==> src/rtl/uart_rx_fifo.sv <==
// uart_rx_fifo: 16x oversampling 8-bit UART receiver feeding a show-ahead receive FIFO.
// Define UART_RX_PARITY_EN for 8E1 framing with even-parity checking; the default build is 8N1.
module uart_rx_fifo #(
  parameter int clk_freq   = 1000000,
  parameter int baud_rate  = 9600,
  parameter int fifo_depth = 4
) (
  input  logic                            clk,
  input  logic                            rst,
  input  logic                            rx,
  input  logic                            rd_en,
  output logic [7:0]                      rx_data,
  output logic                            rx_valid,
  output logic [$clog2(fifo_depth+1)-1:0] fifo_count,
  output logic                            rx_done,
  output logic                            frame_err,
  output logic                            parity_err,
  output logic                            overrun
);

  localparam int div_raw = clk_freq / (baud_rate * 16);
  localparam int div     = (div_raw < 1) ? 1 : div_raw;
  localparam int div_w   = (div > 1) ? $clog2(div) : 1;
  localparam int ptr_w   = $clog2(fifo_depth);
  localparam int cnt_w   = $clog2(fifo_depth + 1);
  localparam logic [div_w-1:0] div_last = div_w'(div - 1);

  typedef enum logic [2:0] {
    S_IDLE,
    S_START,
    S_DATA,
    S_STOP,
    S_BREAK
`ifdef UART_RX_PARITY_EN
    , S_PARITY
`endif
  } state_t;

  state_t state, state_nx;

  logic             rx_meta, rx_sync, rx_prev;
  logic [div_w-1:0] div_cnt;
  logic [3:0]       tick_cnt;
  logic             tick, mid, bit_end;
  logic             samp7, samp8, vote;
  logic [2:0]       bit_cnt;
  logic [7:0]       shift_reg;
  logic             stop_dec, par_bad, good_byte;

  logic [7:0]       mem [fifo_depth];
  logic [ptr_w-1:0] wr_ptr, rd_ptr, rd_next;
  logic [cnt_w-1:0] count;
  logic             full, pop, push;

  // Synchronizer plus one-cycle history for falling-edge detection; all idle high.
  // NOTE: sequential state always uses non-blocking assignments so every flop samples pre-edge values.
  always_ff @(posedge clk or negedge rst) begin
    if (!rst) begin
      rx_meta <= 1'b1;
      rx_sync <= 1'b1;
      rx_prev <= 1'b1;
    end else begin
      rx_meta <= rx;
      rx_sync <= rx_meta;
      rx_prev <= rx_sync;
    end
  end

  // Divider and tick counter are held at 0 in IDLE so each frame starts phase-aligned.
  assign tick    = (state != S_IDLE) && (div_cnt == div_last);
  assign mid     = tick && (tick_cnt == 4'd9);
  assign bit_end = tick && (tick_cnt == 4'd15);
  assign vote    = (samp7 & samp8) | (samp7 & rx_sync) | (samp8 & rx_sync);

  always_ff @(posedge clk or negedge rst) begin
    if (!rst) begin
      div_cnt  <= '0;
      tick_cnt <= '0;
      samp7    <= 1'b1;
      samp8    <= 1'b1;
    end else begin
      if (state == S_IDLE || tick) div_cnt <= '0;
      else                         div_cnt <= div_cnt + 1'b1;
      if (state == S_IDLE) tick_cnt <= '0;
      else if (tick)       tick_cnt <= tick_cnt + 1'b1;
      if (tick && tick_cnt == 4'd7) samp7 <= rx_sync;
      if (tick && tick_cnt == 4'd8) samp8 <= rx_sync;
    end
  end

  always_ff @(posedge clk or negedge rst) begin
    if (!rst) state <= S_IDLE;
    else      state <= state_nx;
  end

  // NOTE: every always_comb output gets a default first so no path can infer a latch.
  always_comb begin
    state_nx = state;
    case (state)
      S_IDLE:  if (rx_prev && !rx_sync) state_nx = S_START;
      S_START: begin
        if (mid && vote)  state_nx = S_IDLE;
        else if (bit_end) state_nx = S_DATA;
      end
      S_DATA: begin
        if (bit_end && bit_cnt == 3'd7) begin
`ifdef UART_RX_PARITY_EN
          state_nx = S_PARITY;
`else
          state_nx = S_STOP;
`endif
        end
      end
`ifdef UART_RX_PARITY_EN
      S_PARITY: if (bit_end) state_nx = S_STOP;
`endif
      S_STOP:  if (mid) state_nx = vote ? S_IDLE : S_BREAK;
      S_BREAK: if (rx_sync) state_nx = S_IDLE;
      default: state_nx = S_IDLE;
    endcase
  end

  always_ff @(posedge clk or negedge rst) begin
    if (!rst) begin
      bit_cnt   <= '0;
      shift_reg <= '0;
    end else begin
      if (state == S_IDLE)               bit_cnt <= '0;
      else if (state == S_DATA && bit_end) bit_cnt <= bit_cnt + 1'b1;
      if (state == S_DATA && mid) shift_reg <= {vote, shift_reg[7:1]};
    end
  end

`ifdef UART_RX_PARITY_EN
  logic par_bit;

  always_ff @(posedge clk or negedge rst) begin
    if (!rst)                         par_bit <= 1'b0;
    else if (state == S_PARITY && mid) par_bit <= vote;
  end

  // Even parity: data plus parity bit must hold an even number of ones.
  assign par_bad = ^{shift_reg, par_bit};

  always_ff @(posedge clk or negedge rst) begin
    if (!rst) parity_err <= 1'b0;
    else      parity_err <= stop_dec && par_bad;
  end
`else
  assign par_bad    = 1'b0;
  assign parity_err = 1'b0;
`endif

  assign stop_dec  = (state == S_STOP) && mid;
  assign good_byte = stop_dec && vote && !par_bad;

  // A simultaneous pop frees the slot, so a push into a full FIFO is accepted then.
  assign full     = (count == cnt_w'(fifo_depth));
  assign pop      = rd_en && (count != '0);
  assign push     = good_byte && (!full || pop);
  assign rd_next  = rd_ptr + 1'b1;
  assign rx_valid = (count != '0);
  assign fifo_count = count;

  always_ff @(posedge clk or negedge rst) begin
    if (!rst) begin
      rx_done   <= 1'b0;
      frame_err <= 1'b0;
      overrun   <= 1'b0;
    end else begin
      rx_done   <= push;
      frame_err <= stop_dec && !vote;
      overrun   <= good_byte && full && !pop;
    end
  end

  // NOTE: the storage array has no reset; rx_valid and count guard against reading stale entries.
  always_ff @(posedge clk) begin
    if (push) mem[wr_ptr] <= shift_reg;
  end

  // rx_data is a registered copy of the head so it resets to 0 and holds once drained.
  always_ff @(posedge clk or negedge rst) begin
    if (!rst) begin
      wr_ptr  <= '0;
      rd_ptr  <= '0;
      count   <= '0;
      rx_data <= '0;
    end else begin
      if (push) wr_ptr <= wr_ptr + 1'b1;
      if (pop)  rd_ptr <= rd_next;
      case ({push, pop})
        2'b10:   count <= count + 1'b1;
        2'b01:   count <= count - 1'b1;
        default: count <= count;
      endcase
      if (push && (count == '0 || (pop && count == cnt_w'(1))))
        rx_data <= shift_reg;
      else if (pop && count > cnt_w'(1))
        rx_data <= mem[rd_next];
    end
  end

endmodule

==> config.mk <==
export PLATFORM = sky130hd
export DESIGN_NAME = uart_rx_fifo
export DESIGN_NICKNAME = d
export VERILOG_FILES = /design/src/rtl/uart_rx_fifo.sv
export SDC_FILE = /design/constraint.sdc
export NUM_CORES = 1
export LEC_CHECK = 0
export ABC_AREA = 1
export CAP_MARGIN = 0
export CORE_MARGIN = 2
export CORE_UTILIZATION = 24
export DETAILED_ROUTE_END_ITERATION = 8
export PLACE_DENSITY = 0.37
export REMOVE_ABC_BUFFERS = 1
export SLEW_MARGIN = 10
export SYNTH_ARGS = -nofsm -noshare
export SYNTH_HDL_FRONTEND = slang
export SYNTH_SLANG_ARGS = --single-unit
==> constraint.sdc <==
create_clock -name clk -period 2.03 [get_ports clk]
set_input_delay 0.406 -clock clk [delete_from_list [all_inputs] [get_ports clk]]
set_output_delay 0.406 -clock clk [all_outputs]
set_load 0.01 [all_outputs]
## Yosys cells after proc, flatten, opt, wreduce, memory -nomap -nowiden

Memories as Yosys holds them, arrays and structs flattened.
Cells that the tools add are included.

- Flip-flop bits (word level): 44
- Bits in latches: 0
- RAM bits: 32
- Memory bits (read-only): 0
- Output and inout port bits: 16
- Memories: 1

Memory list:

| name | depth | bits a word | read ports | clocked after memory_dff | wr ports | line | text |
|---|---|---|---|---|---|---|---|
| mem | 4 | 8 | 1 | 0 | 1 | 50 | `logic [7:0] mem [fifo_depth];` |

- Add/subtract/negate cells: 7
- Multiply operators: 0
- Divide/modulo/power cells: 0
- Magnitude comparators: 1
- Equal/unequal tests: 19
- Shift operators: 0
- Mux-type cells: 18
- Bitwise operators: 5
- Reduce and logical (&&, ||, !) cells: 36

Operators by type and width:

| kind | count |
|---|---|
| 3-bit 2-to-1 mux | 10 |
| 1-bit logical AND | 20 |
| 8-bit 2-to-1 mux | 2 |
| 3-bit one-hot mux with 5 select lines | 1 |
| 3-bit == test, second input constant | 4 |
| 4-bit == test, second input constant | 3 |
| 3-bit by 1-bit adder with 3-bit output, second input constant | 3 |
| 4-bit 2-to-1 mux | 2 |
| 2-bit nonzero test | 4 |
| 3-bit by 1-bit == test with 1-bit output, second input constant | 2 |
| 3-bit by 2-bit == test with 1-bit output, second input constant | 2 |
| 3-bit logical NOT | 2 |
| 2-bit != test, second input constant | 3 |
| 3-bit one-hot mux with 2 select lines | 1 |
| 3-bit nonzero test | 2 |
| 5-bit AND reduction | 1 |
| 2-bit by 1-bit adder with 2-bit output, second input constant | 2 |
| 4-bit by 1-bit adder with 4-bit output, second input constant | 1 |
| 4-bit by 3-bit == test with 1-bit output, second input constant | 1 |
| 1-bit logical NOT | 4 |
| 1-bit AND | 3 |
| 3-bit by 1-bit greater-than comparator with 1-bit output, second input constant | 1 |
| 1-bit logical OR | 3 |
| 3-bit != test, second input constant | 1 |
| 6 further kinds | 8 |

## Logic depth before layout (Yosys ltp)

Gate-level depths: netlist of run 1.

- Depth after elaboration: 8
- Depth in mapped cells: 13
- Gate-level depth less buffers: 13

## Worst setup path before layout of run 1

OpenSTA, ideal clock, no wires.

- Path type: register to register
- Start: reg count[1] (netlist: fifo_count[1])
- End: reg count[2] (netlist: fifo_count[2])
- Setup time: 118 ps
- Arrival: 1947 ps
- Required time: 1912 ps
- Setup slack: -35 ps
- Cell stages (with the launch flop): 12
- Path buffers: 0
- Cells stage by stage: dfrtp_1 inv_1 ha_1 inv_1 nor3_1 nor2_4 inv_1 ha_1 nor2_1 o21ai_0 xor2_1 inv_1

- Cells in the longest elaborated chain, start to end: 6
- Elaborated cells between the ends (all ways): 12

Ends and longest elaborated chain:

| element | line | text |
|---|---|---|
| start: declaration | 52 | `logic [cnt_w-1:0] count;` |
| start signal: assignment | 193 | `2'b10: count <= count + 1'b1;` |
| start signal: assignment | 194 | `2'b01: count <= count - 1'b1;` |
| start signal: assignment | 195 | `default: count <= count;` |
| 3-bit == test or 3-bit nonzero test (tied branches) | 158, 159 |  |
| 1-bit logical NOT or 1-bit logical AND (tied branches) | 160, 159 |  |
| 1-bit logical OR | 160 | `assign push = good_byte && (!full \|\| pop);` |
| 1-bit logical AND | 160 |  |
| 2-bit by 1-bit == test with 1-bit output or 2-bit == test (tied branches) | 192 | `case ({push, pop})` |
| 3-bit one-hot mux with 2 select lines or 2-bit nonzero test (tied branches) | - |  |

Parallel ways exist; a longest one is shown, timed or not.
A chain may end at the register's enable or synchronous reset.

## Final worst setup path of run 1

- Start: reg tick_cnt[1]
- End: reg count[2] (netlist: fifo_count[2])

- Cells in the longest elaborated chain, start to end: 7
- Elaborated cells between the ends (all ways): 9

Ends and longest elaborated chain:

| element | line | text |
|---|---|---|
| start: declaration | 43 | `logic [3:0] tick_cnt;` |
| start signal: assignment | 85 | `else if (tick) tick_cnt <= tick_cnt + 1'b1;` |
| 4-bit == test (*) | 71 | `assign mid = tick && (tick_cnt == 4'd9);` |
| 1-bit logical AND (*) | 71 |  |
| 1-bit logical AND (*) | 154 | `assign stop_dec = (state == S_STOP) && mid;` |
| 1-bit logical AND (*) | 155 | `assign good_byte = stop_dec && vote && !par_bad;` |
| 1-bit logical AND (*) | 160 |  |
| 2-bit by 1-bit == test with 1-bit output or 2-bit == test (tied branches) | 192 |  |
| 3-bit one-hot mux with 2 select lines or 2-bit nonzero test (tied branches) | - |  |

Every way passes the cells marked *; elsewhere a longest branch is shown, timed or not.

==> impl_metrics.tcl, run 1 <==
set metrics [dict create \
    status "finished clean" \
    hold_viol 0 \
    start_util_pct 24.4 \
    die_w_um 125 \
    ios 20 \
    synth-adder-area-share_pct 5.67 \
    dpl.hpwl_mm 5.84 \
    numPortBuffers 18 \
    synthXorXnorAreaFrac_pct 1.70 \
    nNetsFinal 429 \
    largest_reg_flops 32 \
    core-area_sq_mm 0.0145 \
    synth_mux_area_share_pct 0 \
    die-area_sq_mm 0.0157 \
    finalSetupViolCount 0 \
    synth_seq_cells 76 \
    numCtsBuffers 9 \
    slew_violations 0 \
    ys_types 32 \
    max-vdd-ir-drop_v 0.000363 \
    layout_min_cycle_time_ns 1.87 \
    p_sw_uw 1700 \
    gr-usage-all-layers_pct 10.9 \
    gr-usage-met1_pct 13.4 \
    cts-htree-levels 3 \
    ys_warn_count 0 \
    cp-end-kind "register" \
    n_fill_cell 1503 \
    vias_per_cell 4.14 \
    fmax_ghz 0.536 \
    grt_overflow 0 \
    fin_ws_ns 0.163 \
    cts-root-buf "clkbuf_16" \
    intPower_uw 3520 \
    hold_buffers 0 \
    multi_input_area_sq_mm 0.00126 \
    startpoint_type "register" \
    critical_path_required_ns 2.26 \
    p_leak_uw 0.00193 \
    synth_top_family_by_area "simple AND/OR/NAND/NOR gates" \
    path_max_fanout 4 \
    yosysSeqAreaShare_pct 58.6 \
    grt_max_degree 26 \
    grt_use_met2_pct 18.1 \
    arrival_ns 2.10 \
    drive_gt1_share_pct 16.7 \
    fin_crit_sh_pct 92.0 \
    fin_tns_setup_ns 0 \
    met3_usage_pct 3.85 \
    pre_cts_ws_ns -0.0639 \
    cap_violations 0 \
    antenna_found_initial 0 \
    n_antenna_cell 0 \
    worstSetupPathType "reg -> reg" \
    power_density_mw_per_mm2 1170 \
    avgSynthCellArea_sq_um 9.87 \
    vias 2473 \
    syn_to_final_growth_pct 26.1 \
    grt_pass1_vias 2505 \
    worstSkewPairLatency_ns 0.34 \
    wl_per_cell_um 13.0 \
    fp-row-count 44 \
    p_total_uw 5220 \
    seq_area_sq_mm 0.00207 \
    skew_ns 0.00332 \
    drt_iter0_markers 129 \
    stdcell_area_sq_mm 0.00445 \
    place.gp.congestion 0.752 \
    wl_mm 7.80 \
    hold_class "in -> async" \
    synth_cells 358 \
    clk_pin_slew_ns 0.06 \
    die_y_um 125 \
    cts_tree "yes" \
    netlist_area_sq_mm 0.00353 \
    combPwrFrac_pct 30.7 \
    synth_compound_area_share_pct 6.41 \
    clk_path_buf_depth 2 \
    postPlaceCellArea_sq_mm 0.00412 \
    final_common_cell "nand2_1" \
    busiest_layer "met2" \
    grt_pass1_wl_mm 13.3 \
    p_seq_share_pct 36.4 \
    dr.pass1.iters 4 \
    clkPwrFrac_pct 32.9 \
    switching_share_pct 32.6 \
    drc 0 \
    final_cell_mix "nand2_1 (96), inv_1 (40), dfrtp_1 (39), edfxtp_1 (32), nand3_1 (29)" \
    ant_nets 0 \
    clock-sinks 76 \
    synthSimpleGateAreaFrac_pct 21.4 \
]
## kinds of logic after synthesis
logic type | count (synthesis)
xor+xnor | 6
compound gates | 41
other cells | 1
flops | 76
buf+inv | 52
simple gates | 166
fa+ha+maj | 16
## path summary, 6_finish.rpt
path,to,depth (start not counted),start,slack (ns)
min,state[2],1,rst,0.02
min in group clk,rx_sync,0,rx_meta,0.36
min reg2reg,rx_sync,0,rx_meta,0.36
max in group asynchronous,rd_ptr[1],2,rst,1.52
max reg2reg,fifo_count[2],13,tick_cnt[1],0.16
max,fifo_count[2],13,tick_cnt[1],0.16
## metal layers
metal / part of all wire [%] / wire length (um) / vias up
met5: 0 / 0 / -
met4: 1.3 / 98 / 0
met3: 3.5 / 270 / 8
met2: 49 / 3830 / 34
met1: 46 / 3610 / 1159
li1: - / - / 1272
## power groups by stage
stage               Clock [uW]  Sequential (uW)  Combinational (uW)
finish                    1710             1900                1600
global route              1840             1920                1840
global placement             0             1930                1620
floorplan                    0             1970                 828
CTS                       1780             1900                1650
detailed placement           0             1930                1620
## stage by stage
step / instances / utilization, % / hold WS [ns]
after global placement: 581 / 28.4 / 0.347
final: 598 / 30.8 / 0.0208
after global routing: 598 / 30.8 / 0.0486
after detailed placement: 581 / 28.4 / 0.349
after floorplan: 353 / - / 0.110
after CTS: 598 / 30.7 / 0.0378
## critical path: stages, from the launching register on
cell and delay, ns:
dfrtp_1 0.38, inv_2 0.08, ha_1 0.14, inv_1 0.06
nor2_4 0.13, nand4_4 0.13, nor2_4 0.11, inv_1 0.06
ha_1 0.21, nor2_1 0.12, nor2_1 0.04, o21ai_1 0.08
xor2_1 0.15, inv_1 0.06
## layout make-up
type                            instances  area share [%]
Clock buffer                            9            5.06
Clock inverter                          7            2.05
Inverter                               47            3.96
Multi-Input combinational cell        230            28.2
Sequential cell                        76            46.4
Tap cell                              184            5.17
Timing Repair Buffer                   45            9.10
## cell usage after synthesis (all sizes together)
cell type / number / area, sq um
buf: 5 / 40.0
nand3: 31 / 165
ha: 16 / 200
inv: 44 / 165
nand2: 98 / 375
nor2: 26 / 123
dfrtp: 39 / 976
edfxtp: 32 / 961
o211ai: 1 / 7.51
clkinv: 3 / 11.3
nor3: 6 / 41.3
a21oi: 11 / 73.8
xor2: 3 / 33.8
dfstp: 5 / 131
conb: 1 / 3.75
o21ai: 29 / 145
xnor2: 3 / 26.3
nand4: 5 / 52.6
## what timing repair did
action,in CTS,in global routing
setup buffers,1,0
gates resized for setup,0,6
setup endpoints to repair,1,2
Power figures use the tool's default switching activity.
==> inputs of run 2 (changes only) <==
Settings changed: CORE_MARGIN 2 to 8, CTS_CLUSTER_SIZE from default to 8.
==> impl_metrics.tcl, run 2 (synthesized netlist as in run 1, its figures left out) <==
set metrics [dict create \
    status "finished clean" \
    final_cell_mix "nand2_1 (96), inv_1 (39), dfrtp_1 (39), edfxtp_1 (32), nand3_1 (29)" \
    grt_max_degree 25 \
    cts-root-buf "clkbuf_16" \
    final_common_cell "nand2_1" \
    worstSetupPathType "reg -> out" \
    die_y_um 137 \
    max_slew_margin_pct 65.8 \
    drive_gt1_share_pct 17.1 \
    arrival_ns 1.52 \
    vias_per_cell 4.08 \
    largest_reg_flops 32 \
    cp-end-kind "output port" \
    multi_input_area_sq_mm 0.00126 \
    clock-sinks 76 \
    start_util_pct 24.4 \
    path_max_fanout 2 \
    cts-htree-levels 3 \
    numCtsBuffers 9 \
    drt_iter0_markers 112 \
    seq_area_sq_mm 0.00207 \
    skew_ns 0.00721 \
    layout_min_cycle_time_ns 1.93 \
    hold_buffers 0 \
    critical_path_required_ns 1.62 \
    hold_class "in -> async" \
    die-area_sq_mm 0.0189 \
    p_leak_uw 0.00194 \
    pre_cts_ws_ns -0.0957 \
    fin_ws_ns 0.105 \
    startpoint_type "register" \
    wl_per_cell_um 13.1 \
    ios 20 \
    fp-row-count 44 \
    die_w_um 137 \
    drc 0 \
    vias 2447 \
    cap_violations 0 \
    place.gp.congestion 0.734 \
    gr-usage-all-layers_pct 9.20 \
    worstSkewPairLatency_ns 0.34 \
    fin_crit_sh_pct 94.8 \
    antenna_found_initial 0 \
    clk_pin_slew_ns 0.05 \
    nNetsFinal 431 \
    grt_pass1_wl_mm 13.2 \
    numPortBuffers 18 \
    dr.pass1.iters 4 \
    fin_tns_setup_ns 0 \
    core-area_sq_mm 0.0145 \
    dpl.hpwl_mm 5.93 \
    max-vdd-ir-drop_v 0.000512 \
    slew_violations 0 \
    post-route-util_pct 30.8 \
    hold_viol 0 \
    ant_nets 0 \
    cts_tree "yes" \
    r2r_slack_ns 0.13 \
    grt_pass1_vias 2543 \
    wl_mm 7.88 \
    syn_to_final_growth_pct 26.4 \
    n_fill_cell 1522 \
    clk_path_buf_depth 2 \
    fmax_ghz 0.519 \
    power_density_mw_per_mm2 1160 \
    grt_overflow 0 \
    worstMarginPinSlew_ns 0.513 \
    finalSetupViolCount 0 \
    whs_ns 0.0414 \
    n_antenna_cell 0 \
]
run 2: final cells by class:
cell class                      count  area share (%)
Sequential cell                    76            46.3
Inverter                           47            3.95
Clock inverter                      5            1.71
Tap cell                          184            5.16
Timing Repair Buffer               47            9.36
Multi-Input combinational cell    230            28.3
Clock buffer                       11            5.21
run 2: worst paths after layout:
path,start,to,cells past startpoint
worst min-delay path,rst,bit_cnt[0],1
min in group clk,rx_meta,rx_sync,0
worst max register to register,div_cnt[1],fifo_count[2],12
max in group asynchronous,rst,shift_reg[7],2
worst min register to register,rx_meta,rx_sync,0
worst max-delay path,fifo_count[0],rx_valid,4
run 2: per-stage QoR:
| step | instance area [sq um] | cells | total power (uW) |
|---|---|---|---|
| 2_1_floorplan | 3490 | 353 | 2800 |
| 3_3_place_gp | 4110 | 580 | 3550 |
| 3_5_place_dp | 4110 | 580 | 3540 |
| 4_1_cts | 4430 | 597 | 5270 |
| 5_1_grt | 4460 | 600 | 5520 |
| 6_report | 4460 | 600 | 5170 |
run 2: power breakdown:
group	internal, uW	total, uW	switching, uW
sequential	1770	1890	129
combinational	680	1600	919
clock	1070	1670	601
run 2: what timing repair did:
action	4_1_cts	5_1_grt
buffers inserted	1	3
setup endpoints to repair	1	2
gates cloned	0	0
pin swaps	0	5
gates resized for setup	0	8
run 2: routing by layer:
layer | track usage [%] | share of wire (%)
met3 | 3.17 | 2.9
met5 | 0 | 0
met4 | 3.44 | 1.4
met2 | 15.3 | 49
met1 | 10.7 | 47
run 2: critical path: stages (launching register included):
cell and delay (ns):
dfrtp_1 0.35, inv_2 0.05, ha_2 0.17, nand2_1 0.08
clkdlybuf4s50_1 0.54
